<file path="config.mk">
export PLATFORM = sky130hd
export DESIGN_NAME = fwft_fifo
export DESIGN_NICKNAME = d
export VERILOG_FILES = /design/src/rtl/fwft_fifo.sv
export SDC_FILE = /design/constraint.sdc
export NUM_CORES = 1
export LEC_CHECK = 0
export BUFFER_PORTS_ARGS = -buffer_cell sky130_fd_sc_hd__buf_4
export CAP_MARGIN = 20
export CORE_MARGIN = 4
export CORE_UTILIZATION = 61
export CTS_CLUSTER_SIZE = 25
export DETAILED_ROUTE_END_ITERATION = 12
export GPL_ROUTABILITY_DRIVEN = 0
export PLACE_DENSITY = 0.79
export SLEW_MARGIN = 40
export SYNTH_ARGS = -nofsm -noshare
export SYNTH_HDL_FRONTEND = slang
export SYNTH_SLANG_ARGS = --single-unit
</file>
<file path="constraint.sdc">
create_clock -name clock -period 4.9 [get_ports clock]
set_input_delay 0.98 -clock clock [delete_from_list [all_inputs] [get_ports clock]]
set_output_delay 0.98 -clock clock [all_outputs]
set_load 0.02 [all_outputs]
</file>
<file path="src/rtl/fwft_fifo.sv">
// -----------------------------------------------------------------------------
// fwft_fifo
//   Single-clock first-word-fall-through FIFO. The oldest stored word is
//   always presented on dout while empty is low, so a consumer can use dout
//   in the same cycle it asserts rd_en.
//
//   Pointers carry one extra wrap bit above the storage address. Equal
//   pointers mean empty. Equal addresses with differing wrap bits mean full.
//   full, empty and level are decoded from registered pointers only.
//
// Parameters
//   FIFO_DATA_WIDTH  : bits per stored word (default 24)
//   FIFO_BUFFER_SIZE : depth in words, power of two in 4..1024 (default 16)
//
// Ports
//   clock  : rising-edge clock for all state
//   reset  : synchronous active-high reset; clears both pointers
//   wr_en  : write request; accepted only when full is low
//   din    : write data, sampled together with wr_en
//   full   : FIFO holds FIFO_BUFFER_SIZE words
//   rd_en  : read/pop request; accepted only when empty is low
//   dout   : head-of-queue word, valid while empty is low
//   empty  : FIFO holds no words
//   level  : (only with FIFO_LEVEL_EN) occupancy, write ptr minus read ptr
//
// Build option
//   FIFO_LEVEL_EN : define to add the level output port.
// -----------------------------------------------------------------------------
module fwft_fifo #(
  parameter int unsigned FIFO_DATA_WIDTH  = 24,
  parameter int unsigned FIFO_BUFFER_SIZE = 16
) (
  input  logic                               clock,
  input  logic                               reset,
  input  logic                               wr_en,
  input  logic [FIFO_DATA_WIDTH-1:0]         din,
  output logic                               full,
  input  logic                               rd_en,
  output logic [FIFO_DATA_WIDTH-1:0]         dout,
  output logic                               empty
`ifdef FIFO_LEVEL_EN
  ,
  output logic [$clog2(FIFO_BUFFER_SIZE):0]  level
`endif
);

  localparam int unsigned AW = $clog2(FIFO_BUFFER_SIZE);
  localparam int unsigned PW = AW + 1;
  localparam logic [PW-1:0] PTR_ONE = {{(PW-1){1'b0}}, 1'b1};

  logic [PW-1:0]              r_wr_ptr;
  logic [PW-1:0]              r_rd_ptr;
  logic [FIFO_DATA_WIDTH-1:0] r_mem [0:FIFO_BUFFER_SIZE-1];

  logic w_full;
  logic w_empty;
  logic w_wr_accept;
  logic w_rd_accept;

  // Status decode from registered pointers only.
  always_comb begin
    w_empty = (r_wr_ptr == r_rd_ptr);
    w_full  = (r_wr_ptr[AW-1:0] == r_rd_ptr[AW-1:0]) &&
              (r_wr_ptr[AW]     != r_rd_ptr[AW]);
  end

  // A request against the blocking condition is dropped; the other side of a
  // simultaneous request still proceeds.
  always_comb begin
    w_wr_accept = wr_en && !w_full;
    w_rd_accept = rd_en && !w_empty;
  end

  always_ff @(posedge clock) begin
    if (reset) begin
      r_wr_ptr <= '0;
      r_rd_ptr <= '0;
    end else begin
      if (w_wr_accept) r_wr_ptr <= r_wr_ptr + PTR_ONE;
      if (w_rd_accept) r_rd_ptr <= r_rd_ptr + PTR_ONE;
    end
  end

  // Storage has no reset so it can map to distributed RAM; a reset cycle
  // still blocks the write so old contents simply become unreachable.
  always_ff @(posedge clock) begin
    if (!reset && w_wr_accept) begin
      r_mem[r_wr_ptr[AW-1:0]] <= din;
    end
  end

  always_comb begin
    full  = w_full;
    empty = w_empty;
    dout  = r_mem[r_rd_ptr[AW-1:0]];
  end

`ifdef FIFO_LEVEL_EN
  always_comb begin
    level = r_wr_ptr - r_rd_ptr;
  end
`endif

endmodule

</file>
## Yosys cells after proc, flatten, opt, wreduce, memory -nomap -nowiden

Memory sizes are Yosys's and may differ from the RTL's. A register that Yosys moved wholly into a read port is not among the register bits.
Index checks and enable logic that the tools add are counted.

- Flip-flop bits (word level): 10
- Input port bits: 28
- Word-level logic and storage cells: 19
- Memories kept: 1
- Memory bits (writable): 384
- Output and inout bits: 26

- Equality and inequality tests: 3
- $add $sub $neg: 2
- Reduce and logical (&&, ||, !) cells: 7
- Mux-type cells: 4

Memory list:

| name | words | width | read ports | clocked after memory_dff | write ports | RTL line | source |
|---|---|---|---|---|---|---|---|
| r_mem | 16 | 24 | 1 | 1 | 1 | 53 | `logic [FIFO_DATA_WIDTH-1:0] r_mem [0:FIFO_BUFFER_SIZE-1];` |

Operators with widths:

| cell | number |
|---|---|
| adder 5 x 1 -> 5 bit, second input constant | 2 |
| 2-to-1 mux 4 bit | 2 |
| == test 5 bit | 1 |
| == test 4 bit | 1 |
| logical AND 1 bit | 4 |
| zero test 1 bit | 3 |
| 2-to-1 mux 1 bit | 2 |
| inequality test 1 bit | 1 |

## Depth between registers and ports, before layout

Gate-level depths: netlist of run 1.

- Depth in word-level cells: 7
- Mapped depth: 6

## Worst setup path before layout of run 1

No wires, ideal clock.

- Kind: input-to-reg
- Start: in wr_en
- End: mem r_mem[11][0] (enable)
- Stages on the path: 4
- Setup slack: 523 ps
- Buffers on the path: 2
- Data arrival time: 3,911 ps
- Data required time: 4,434 ps
- Cells stage by stage: clkbuf_1 o21ai_1 buf_2 nor4_1

- Longest elaborated chain between the ends: 4

RTL lines:

| what | RTL line | source |
|---|---|---|
| start: declaration | 35 | `input logic wr_en,` |
| logical AND 1 bit | 70 | `w_wr_accept = wr_en && !w_full;` |
| logical AND 1 bit | 87 | `if (!reset && w_wr_accept) begin` |
| 2-to-1 mux 1 bit | 87 |  |
| 2-to-1 mux 1 bit (not written as such) | 88 | `r_mem[r_wr_ptr[AW-1:0]] <= din;` |
| end: declaration | 53 |  |

No other way between the ends.

==> flow_summary_export.csv, run 1 <==
group,metric,value,unit
run_status,outcome,"complete, no violations",
floorplan,num_io_pins,54,
timing,tns,0,ns
clock_network,cts_tree,"yes",
drt,drc,0,
worst_setup_path,critPathKind,"flop to output pin",
clock_network,clockBufferDepth,3,
layout,final_cell_area,17500,sq um
place,placed_area,16200,sq um
timing,rsz0062_at_grt,"false",
floorplan,fp.dieH,166,microns
min_path,hold_start,"r_rd_ptr[1]",
timing,slew_violations,0,
clock_network,cts_hold_buffers,0,
clock_network,clk_latency,0.52,ns
worst_setup_path,arrival,2.99,ns
clock_network,cts_max_level,2,
synthesis,synth_top_family_by_area,"multiplexers",
place,dp_hpwl,16300,microns
place,portBuffers,53,
synthesis,synthXorXnorAreaFrac,0.00344,
grt,grt_pass1_wl,48900,microns
synthesis,yosysSeqAreaShare,0.772,
grt,antenna_found_initial,0,
synthesis,synth.distinct_cells,34,
synthesis,ys_ff_latch,398,
job,maxCapViolCount,0,
drt,viasPerCell,6.67,
timing,holdWs,0.561,ns
timing,fin_skew,0.00715,ns
worst_setup_path,reg2reg_to,"r_mem[9][19]",
drt,ant_nets,0,
synthesis,synth_area,15300,sq um
timing,clock.fmax,0.252,GHz
floorplan,floorplan.initialDensity,0.625,
clock_network,path_clk_slew,0.06,ns
power_and_ir_drop,p_per_area,430,nW/um^2
floorplan,fp-row-count,57,
clock_network,clock_sinks,398,
synthesis,synth_cells,641,
synthesis,synth_adder_area_share,0.00409,
worst_setup_path,cp-start-kind,"flop",
grt,grt_max_degree,47,
worst_setup_path,end_kind,"output pin",
power_and_ir_drop,ir_drop,0.000332,V
grt,grt_usage,0.241,
synthesis,postSynth.asyncResetShare,0,
timing,fin_crit,3.97,ns
synthesis,synthFlopType,"edfxtp_1",
drt,wirelength,32900,microns
clock_network,cts_root_buffer,"clkbuf_16",
worst_setup_path,ff2ff_path_depth,6,
synthesis,synth_compound_area_frac,0.00826,
synthesis,syn-num-nets,674,
clock_network,ctsResizeCount,0,
timing,min_period_over_period,0.810,
drt,drt_iter0_drc,959,
synthesis,yosys_warnings,0,
synthesis,yosys.area_share.simple,0.0160,
grt,grt_pass1_vias,7474,
grt,overflow,0,
synthesis,synth_mux_area_frac,0.181,
clock_network,numCtsBuffers,39,
timing,worst_pin_slew,0.738,ns
floorplan,dieArea,27700,sq um
worst_setup_path,required,3.92,ns
layout,nets,759,
timing,setup-violations-final,0,
drt,first_pass_iters,5,
clock_network,postCtsSetupBuffers,0,
synthesis,synth_edf_count,384,
timing,timing.slew.headroom,0.508,
floorplan,core_area,24500,sq um
drt,vias,7202,
floorplan,fp.dieW,166,microns
min_path,hold_path.class,"flop to flop",
worst_setup_path,timing.reg2reg.setup_slack,2.20,ns
drt,wl_per_cell,30.5,microns
layout,areaGrowthSynthToFinish,14.3,%
layout,fillers,1361,
worst_setup_path,crit_fanout,34,
worst_setup_path,r2r-start,"r_wr_ptr[2]",
synthesis,avgSynthCellArea,23.9,sq um
timing,hold_viol_final,0,
layout,diodes,0,
min_path,holdPathStages,2,
layout,layout-drive-gt1-share,0.360,
power_and_ir_drop,p_leak,5.40,nW
==> sequential cells by signal, indices dropped and copies added, names as in the netlist, named ones only <==
name / cells
r_wr_ptr: 5
r_mem: 384
r_rd_ptr: 5
==> through the flow <==
step | power, mW | instances | utilization | worst slack [ns]
4_1_cts | 7.58 | 1079 | 0.714 | 0.843
2_1_floorplan | 4.45 | 641 | - | 0.523
3_5_place_dp | 4.68 | 1009 | 0.664 | 1.40
6_report | 7.51 | 1079 | 0.714 | 0.929
5_1_grt | 7.78 | 1079 | 0.714 | 0.741
3_3_place_gp | 4.65 | 1009 | 0.663 | 1.48
==> cell type report <==
| class | instances | area [sq um] | area share |
|---|---|---|---|
| clock buffers | 53 | 1080 | 0.0619 |
| repair buffers | 79 | 631 | 0.0361 |
| flip-flops and latches | 398 | 11800 | 0.676 |
| inverters | 6 | 22.5 | 0.00129 |
| clock inverters | 17 | 161 | 0.00923 |
| multi-input cells | 202 | 3350 | 0.192 |
| well taps | 324 | 405 | 0.0232 |
==> synthesized netlist by cell type, types with 6 or more instances <==
cell type  count  area (sq um)
edfxtp_1     384         11500
buf_2         13          65.1
inv_1          6          22.5
mux4_2       120          2700
nor3_1         8          40.0
nor2_1         7          26.3
dfxtp_1       14           280
nand2_1       10          37.5
clkbuf_1      14          52.6
nor4_1         8          50.1
==> per-layer routing <==
metal | up-vias | global-route usage | share of wire
li1 | 2922 | - | -
met1 | 3832 | 0.336 | 0.37
met2 | 397 | 0.412 | 0.53
met3 | 51 | 0.0426 | 0.077
met4 | 0 | 0.0555 | 0.020
met5 | - | 0 | 0
==> cell families after synthesis <==
kind of cell             after synthesis
flip-flops                           398
multiplexers                         126
AND/OR/NAND/NOR                       47
buffers and inverters                 41
AO/OA/AOI/OAI                         18
XOR/XNOR                               6
adder cells (fa/ha/maj)                5
==> power breakdown <==
part / switching, mW / internal, mW
logic: 0.358 / 0.419
clock network: 1.20 / 1.71
registers: 0.0715 / 3.76
total: 1.63 / 5.89
==> how the worst max path moves through the flow <==
| stage | slack (ns) | endpoint | depth (start not counted) | startpoint |
|---|---|---|---|---|
| 2_1_floorplan | 0.52 | r_mem[11][0] | 4 | wr_en |
| 3_3_place_gp | 1.48 | dout[3] | 4 | flop |
| 3_5_place_dp | 1.40 | dout[15] | 4 | flop |
| 4_1_cts | 0.84 | dout[3] | 4 | flop |
| 5_1_grt | 0.74 | dout[3] | 4 | flop |
| 6_report | 0.93 | dout[3] | 4 | flop |
==> critical path, cell delays in order (launching register included) <==
cell and delay [ns]:
dfxtp_4 0.79, buf_12 0.34, mux4_2 0.56, mux4_2 0.54
buf_4 0.19
==> placed cells by master, fill, tap and decap left out, types with 2 or more instances in the layout <==
master / instances
buf_4: 76
a21oi_1: 5
nor4_2: 7
bufinv_16: 3
ha_1: 5
and3_1: 2
a311o_1: 3
dfxtp_1: 10
clkinv_1: 6
nor3_2: 8
nor2_1: 7
nand4_1: 5
a211oi_1: 3
buf_12: 3
nand2_1: 10
xnor2_1: 5
mux4_2: 120
clkbuf_1: 11
inv_1: 6
edfxtp_1: 384
nor2b_1: 4
clkinv_2: 5
clkinvlp_4: 2
dfxtp_4: 3
clkbuf_16: 41
mux2_1: 5
(Power assumes the default switching activity.)
==> run 2: changes to the inputs <==
--- a/config.mk
+++ b/config.mk
@@ -8,11 +8,11 @@
 export BUFFER_PORTS_ARGS = -buffer_cell sky130_fd_sc_hd__buf_4
 export CAP_MARGIN = 20
 export CORE_MARGIN = 4
-export CORE_UTILIZATION = 61
+export CORE_UTILIZATION = 55
 export CTS_CLUSTER_SIZE = 25
 export DETAILED_ROUTE_END_ITERATION = 12
 export GPL_ROUTABILITY_DRIVEN = 0
-export PLACE_DENSITY = 0.79
+export PLACE_DENSITY = 0.75
 export SLEW_MARGIN = 40
 export SYNTH_ARGS = -nofsm -noshare
 export SYNTH_HDL_FRONTEND = slang
==> constraint.sdc (replaced) <==
create_clock -name clock -period 3.4 [get_ports clock]
set_input_delay 0.68 -clock clock [delete_from_list [all_inputs] [get_ports clock]]
set_output_delay 0.68 -clock clock [all_outputs]
set_load 0.02 [all_outputs]
==> run 2 against run 1 <==
  * Via count hardly changed
  * Combinational power is 58% higher
  * Clock skew is 0.0011 ns higher
  * Die area is 10% higher
  * Setup slack worse by 0.76 ns
  * Non-clock buffer count is 18 higher
  * Wire length is 1.7% lower
  * Worst hold slack worse by 0.092 ns
  * Critical path type unchanged
  * Final area is 0.74% higher
  * Sequential share of layout area is 0.52 points lower
  * Final cell count is 5.8% higher
  * Core utilization is 6.7 points lower
==> flow_summary_export.csv, run 2 (synthesis results as in run 1) <==
group,metric,value,unit
layout,fillers,1745,
power_and_ir_drop,p_leak,5.48,nW
power_and_ir_drop,swShare,0.218,
power_and_ir_drop,ir_drop,0.000375,V
layout,largest_register_ffs,384,
power_and_ir_drop,power,10.6,mW
floorplan,num_io_pins,54,
floorplan,fp.dieH,175,microns
power_and_ir_drop,p_per_area,605,nW/um^2
timing,rsz0062_at_grt,"false",
grt,grt_pass1_vias,7715,
worst_setup_path,end_kind,"output pin",
clock_network,path_clk_slew,0.06,ns
layout,areaGrowthSynthToFinish,15.1,%
timing,worst_pin_slew,0.677,ns
timing,fin_ws,0.171,ns
floorplan,fp.dieW,175,microns
timing,slew_violations,0,
worst_setup_path,critPathKind,"flop to output pin",
drt,first_pass_iters,5,
power_and_ir_drop,seqPwrFrac,0.514,
grt,grt_usage,0.215,
floorplan,fp-row-count,60,
clock_network,cts_root_buffer,"clkbuf_16",
drt,ant_nets,0,
job,maxCapViolCount,0,
worst_setup_path,required,2.72,ns
layout,fin_util,0.648,
place,placed_area,16400,sq um
layout,final_cell_area,17600,sq um
timing,fin_crit,3.23,ns
worst_setup_path,r2r-start,"r_wr_ptr[2]",
min_path,hold_start,"din[2]",
drt,wirelength,32400,microns
timing,clock.fmax,0.310,GHz
timing,setup-violations-final,0,
clock_network,cts_max_level,2,
drt,viasPerCell,6.30,
run_status,outcome,"complete, no violations",
clock_network,cts_hold_buffers,0,
floorplan,core_area,27200,sq um
place,placedCellCount,1067,
place,portBuffers,53,
timing,fin_skew,0.00821,ns
place,dp_hpwl,17100,microns
power_and_ir_drop,p_int,8.33,mW
layout,layout_commonest_cell,"edfxtp_1",
drt,vias,7198,
layout,nets,777,
timing,min_period_over_period,0.950,
timing,tns,0,ns
power_and_ir_drop,power.switching,2.32,mW
worst_setup_path,arrival,2.55,ns
layout,layout_common_cells,"edfxtp_1, mux4_2, buf_4, clkbuf_16",
layout,fin_cells,1142,
place,dp_slack,0.562,ns
timing,timing.slew.headroom,0.548,
floorplan,dieArea,30500,sq um
clock_network,clockBufferDepth,3,
worst_setup_path,crit_fanout,40,
worst_setup_path,cp-start-kind,"flop",
min_path,hold_path.class,"primary input to flop",
timing,holdWs,0.469,ns
clock_network,cts_tree,"yes",
grt,antenna_found_initial,0,
drt,drt_iter0_drc,824,
grt,grt_max_degree,41,
clock_network,clk_latency,0.51,ns
grt,grt_pass1_wl,48900,microns
power_and_ir_drop,power_frac_comb,0.115,
clock_network,ctsResizeCount,0,
clock_network,numCtsBuffers,39,
layout,layout-drive-gt1-share,0.375,
drt,drc,0,
drt,wl_per_cell,28.3,microns
clock_network,clock_sinks,398,
layout,final-seq-area,11800,sq um
power_and_ir_drop,clkPwrFrac,0.371,
layout,multiInputGateArea,3340,sq um
timing,hold_viol_final,0,
floorplan,floorplan.initialDensity,0.563,
grt,overflow,0,
layout,diodes,0,
[run 2: path summary, 6_finish.rpt]
kind / cells after the start / slack (ns) / to
setup reg to reg: 6 / 0.89 / r_mem[2][8]
setup / recovery: 4 / 0.17 / dout[7]
hold / removal: 1 / 0.47 / r_mem[6][2]
hold reg to reg: 2 / 0.56 / flop
[run 2: what timing repair did]
| action | CTS | global route |
|---|---|---|
| endpoints found under the setup margin | 0 | 17 |
| setup buffers | 0 | 8 |
| hold endpoints to repair | 0 | 0 |
[run 2: critical path, stage by stage (launching register included)]
cell and delay (ns):
dfxtp_4 0.62, buf_12 0.30, mux4_2 0.36, mux4_2 0.52, buf_4 0.18
[run 2: per-layer routing]
| metal | up-vias | part of all wire | global-route usage |
|---|---|---|---|
| li1 | 2964 | - | - |
| met1 | 3851 | 0.38 | 0.299 |
| met2 | 338 | 0.52 | 0.364 |
| met3 | 45 | 0.076 | 0.0435 |
| met4 | 0 | 0.017 | 0.0448 |
| met5 | - | 0 | 0 |
[run 2: area by class of cell]
class	instances	share of cell area
well taps	372	0.0264
inverters	6	0.00128
clock inverters	21	0.00853
clock buffers	46	0.0569
multi-input cells	202	0.190
repair buffers	97	0.0456
flip-flops and latches	398	0.671
[run 2: power groups by stage]
stage	logic, mW	clock network (mW)	registers, mW
after floorplan	0.877	0	5.54
after global placement	1.15	0	5.59
after detailed placement	1.18	0	5.59
after CTS	1.20	4.01	5.49
after global routing	1.32	4.24	5.47
final	1.23	3.95	5.47
==> run 3: changes to the inputs <==
--- a/config.mk
+++ b/config.mk
@@ -8,11 +8,11 @@
 export BUFFER_PORTS_ARGS = -buffer_cell sky130_fd_sc_hd__buf_4
 export CAP_MARGIN = 20
 export CORE_MARGIN = 4
-export CORE_UTILIZATION = 55
+export CORE_UTILIZATION = 50
 export CTS_CLUSTER_SIZE = 25
 export DETAILED_ROUTE_END_ITERATION = 12
 export GPL_ROUTABILITY_DRIVEN = 0
-export PLACE_DENSITY = 0.75
+export PLACE_DENSITY = 0.69
 export SLEW_MARGIN = 40
 export SYNTH_ARGS = -nofsm -noshare
 export SYNTH_HDL_FRONTEND = slang
==> run 3 against run 2 <==
  * Core utilization is 5.5 points lower
  * Maximum frequency hardly changed
  * Die area is 9.5% higher
  * Final area is 0.66% higher
  * Critical path type unchanged
  * Clock skew is 0.023 ns higher
  * Total power is 3.1% higher
  * Register-to-register slack better by 0.12 ns
  * Sequential share of layout area is 0.44 points lower
  * Count of clock-buffer cells in the layout is 5 higher
==> flow_summary_export.csv, run 3 (synthesis results as in run 1) <==
group,metric,value,unit
run_status,outcome,"complete, no violations",
timing,tns,0,ns
layout,nets,773,
clock_network,cts_hold_buffers,0,
power_and_ir_drop,p_leak,5.51,nW
place,portBuffers,53,
floorplan,fp.dieW,183,microns
timing,fin_ws,0.172,ns
timing,hold_viol_final,0,
floorplan,fp.dieH,183,microns
drt,drt_iter0_drc,664,
power_and_ir_drop,ir_drop,0.000297,V
timing,worst_pin_slew,0.573,ns
power_and_ir_drop,p_per_area,620,nW/um^2
clock_network,clock_sinks,398,
clock_network,cts_max_level,2,
grt,grt_usage,0.191,
layout,areaGrowthSynthToFinish,15.9,%
place,dp_hpwl,17100,microns
grt,grt_pass1_wl,47100,microns
layout,layout_commonest_cell,"edfxtp_1",
floorplan,core_area,29900,sq um
grt,antenna_found_initial,0,
place,dp_slack,0.679,ns
layout,layout-drive-gt1-share,0.372,
drt,drc,0,
layout,layout_common_cells,"edfxtp_1, mux4_2, buf_4, clkbuf_16, dfxtp_1",
worst_setup_path,cp-start-kind,"flop",
timing,fin_crit,3.23,ns
worst_setup_path,r2r-start,"r_wr_ptr[3]",
worst_setup_path,crit_fanout,30,
drt,vias,7013,
clock_network,ctsResizeCount,0,
min_path,hold_path.class,"primary input to flop",
drt,wl_per_cell,27.0,microns
worst_setup_path,end_kind,"output pin",
timing,fin_skew,0.0314,ns
clock_network,cts_root_buffer,"clkbuf_16",
floorplan,floorplan.initialDensity,0.512,
layout,diodes,0,
worst_setup_path,arrival,2.55,ns
worst_setup_path,critPathKind,"flop to output pin",
floorplan,num_io_pins,54,
min_path,hold_start,"din[20]",
clock_network,clk_latency,0.53,ns
worst_setup_path,required,2.72,ns
clock_network,path_clk_slew,0.06,ns
clock_network,clockBufferDepth,3,
floorplan,fp-row-count,63,
power_and_ir_drop,power,11.0,mW
clock_network,postCtsSetupBuffers,0,
grt,grt_pass1_vias,7566,
timing,timing.slew.headroom,0.618,
timing,setup-violations-final,0,
timing,rsz0062_at_grt,"false",
timing,clock.fmax,0.310,GHz
job,maxCapViolCount,0,
grt,overflow,0,
drt,first_pass_iters,5,
drt,wirelength,31200,microns
timing,min_period_over_period,0.950,
clock_network,numCtsBuffers,41,
floorplan,dieArea,33500,sq um
clock_network,cts_tree,"yes",
layout,largest_register_ffs,384,
grt,grt_max_degree,46,
timing,slew_violations,0,
drt,viasPerCell,6.08,
drt,ant_nets,0,
[run 3: cell types whose count changed in the layout (fill, tap and decap cells not counted), sizes merged]
cell    previous run  this run
clkinv            18        10
buf               97        91
clkbuf            46        51
bufinv             2         5
[run 3: critical path, cell delays in order, from the launching register on]
cell	delay, ns
dfxtp_4	0.67
buf_4	0.36
mux4_2	0.34
mux4_2	0.49
buf_4	0.17
[run 3: routing by layer]
metal	GRT usage	routed length (microns)	vias up
met3	0.0375	2050	38
met2	0.317	15900	244
met5	0	0	-
met4	0.0468	514	0
met1	0.267	12700	3788
li1	-	-	2943
[run 3: metrics by stage]
step	std cells	hold WS, ns	utilization	instance area (sq um)
after floorplan	641	0.487	-	15300
after global placement	1087	0.529	0.550	16400
after detailed placement	1087	0.527	0.550	16400
after CTS	1154	0.426	0.593	17700
after global routing	1154	0.438	0.593	17700
final	1154	0.440	0.593	17700
[run 3: cell type report]
| class | count | area (sq um) |
|---|---|---|
| timing repair buffer | 91 | 746 |
| fill | 2093 | 12200 |
| tap | 390 | 488 |
| sequential | 398 | 11800 |
| clock buffer | 51 | 1080 |
| multi-input combinational | 202 | 3340 |
| inverter | 6 | 22.5 |
| clock inverter | 16 | 219 |
[run 3: power by group]
part           switching [mW]  internal [mW]  leakage (nW)  total, mW
logic                   0.556          0.617          1.30       1.17
registers              0.0409           5.42          3.57       5.46
clock network            1.72           2.63         0.636       4.35
total                    2.31           8.67          5.51       11.0
[run 3: final timing paths]
kind | depth (start not counted) | to | slack [ns]
setup reg to reg | 6 | r_mem[1][6] | 1.01
hold / removal | 1 | r_mem[12][20] | 0.44
setup / recovery | 4 | dout[9] | 0.17
hold reg to reg | 2 | flop | 0.55
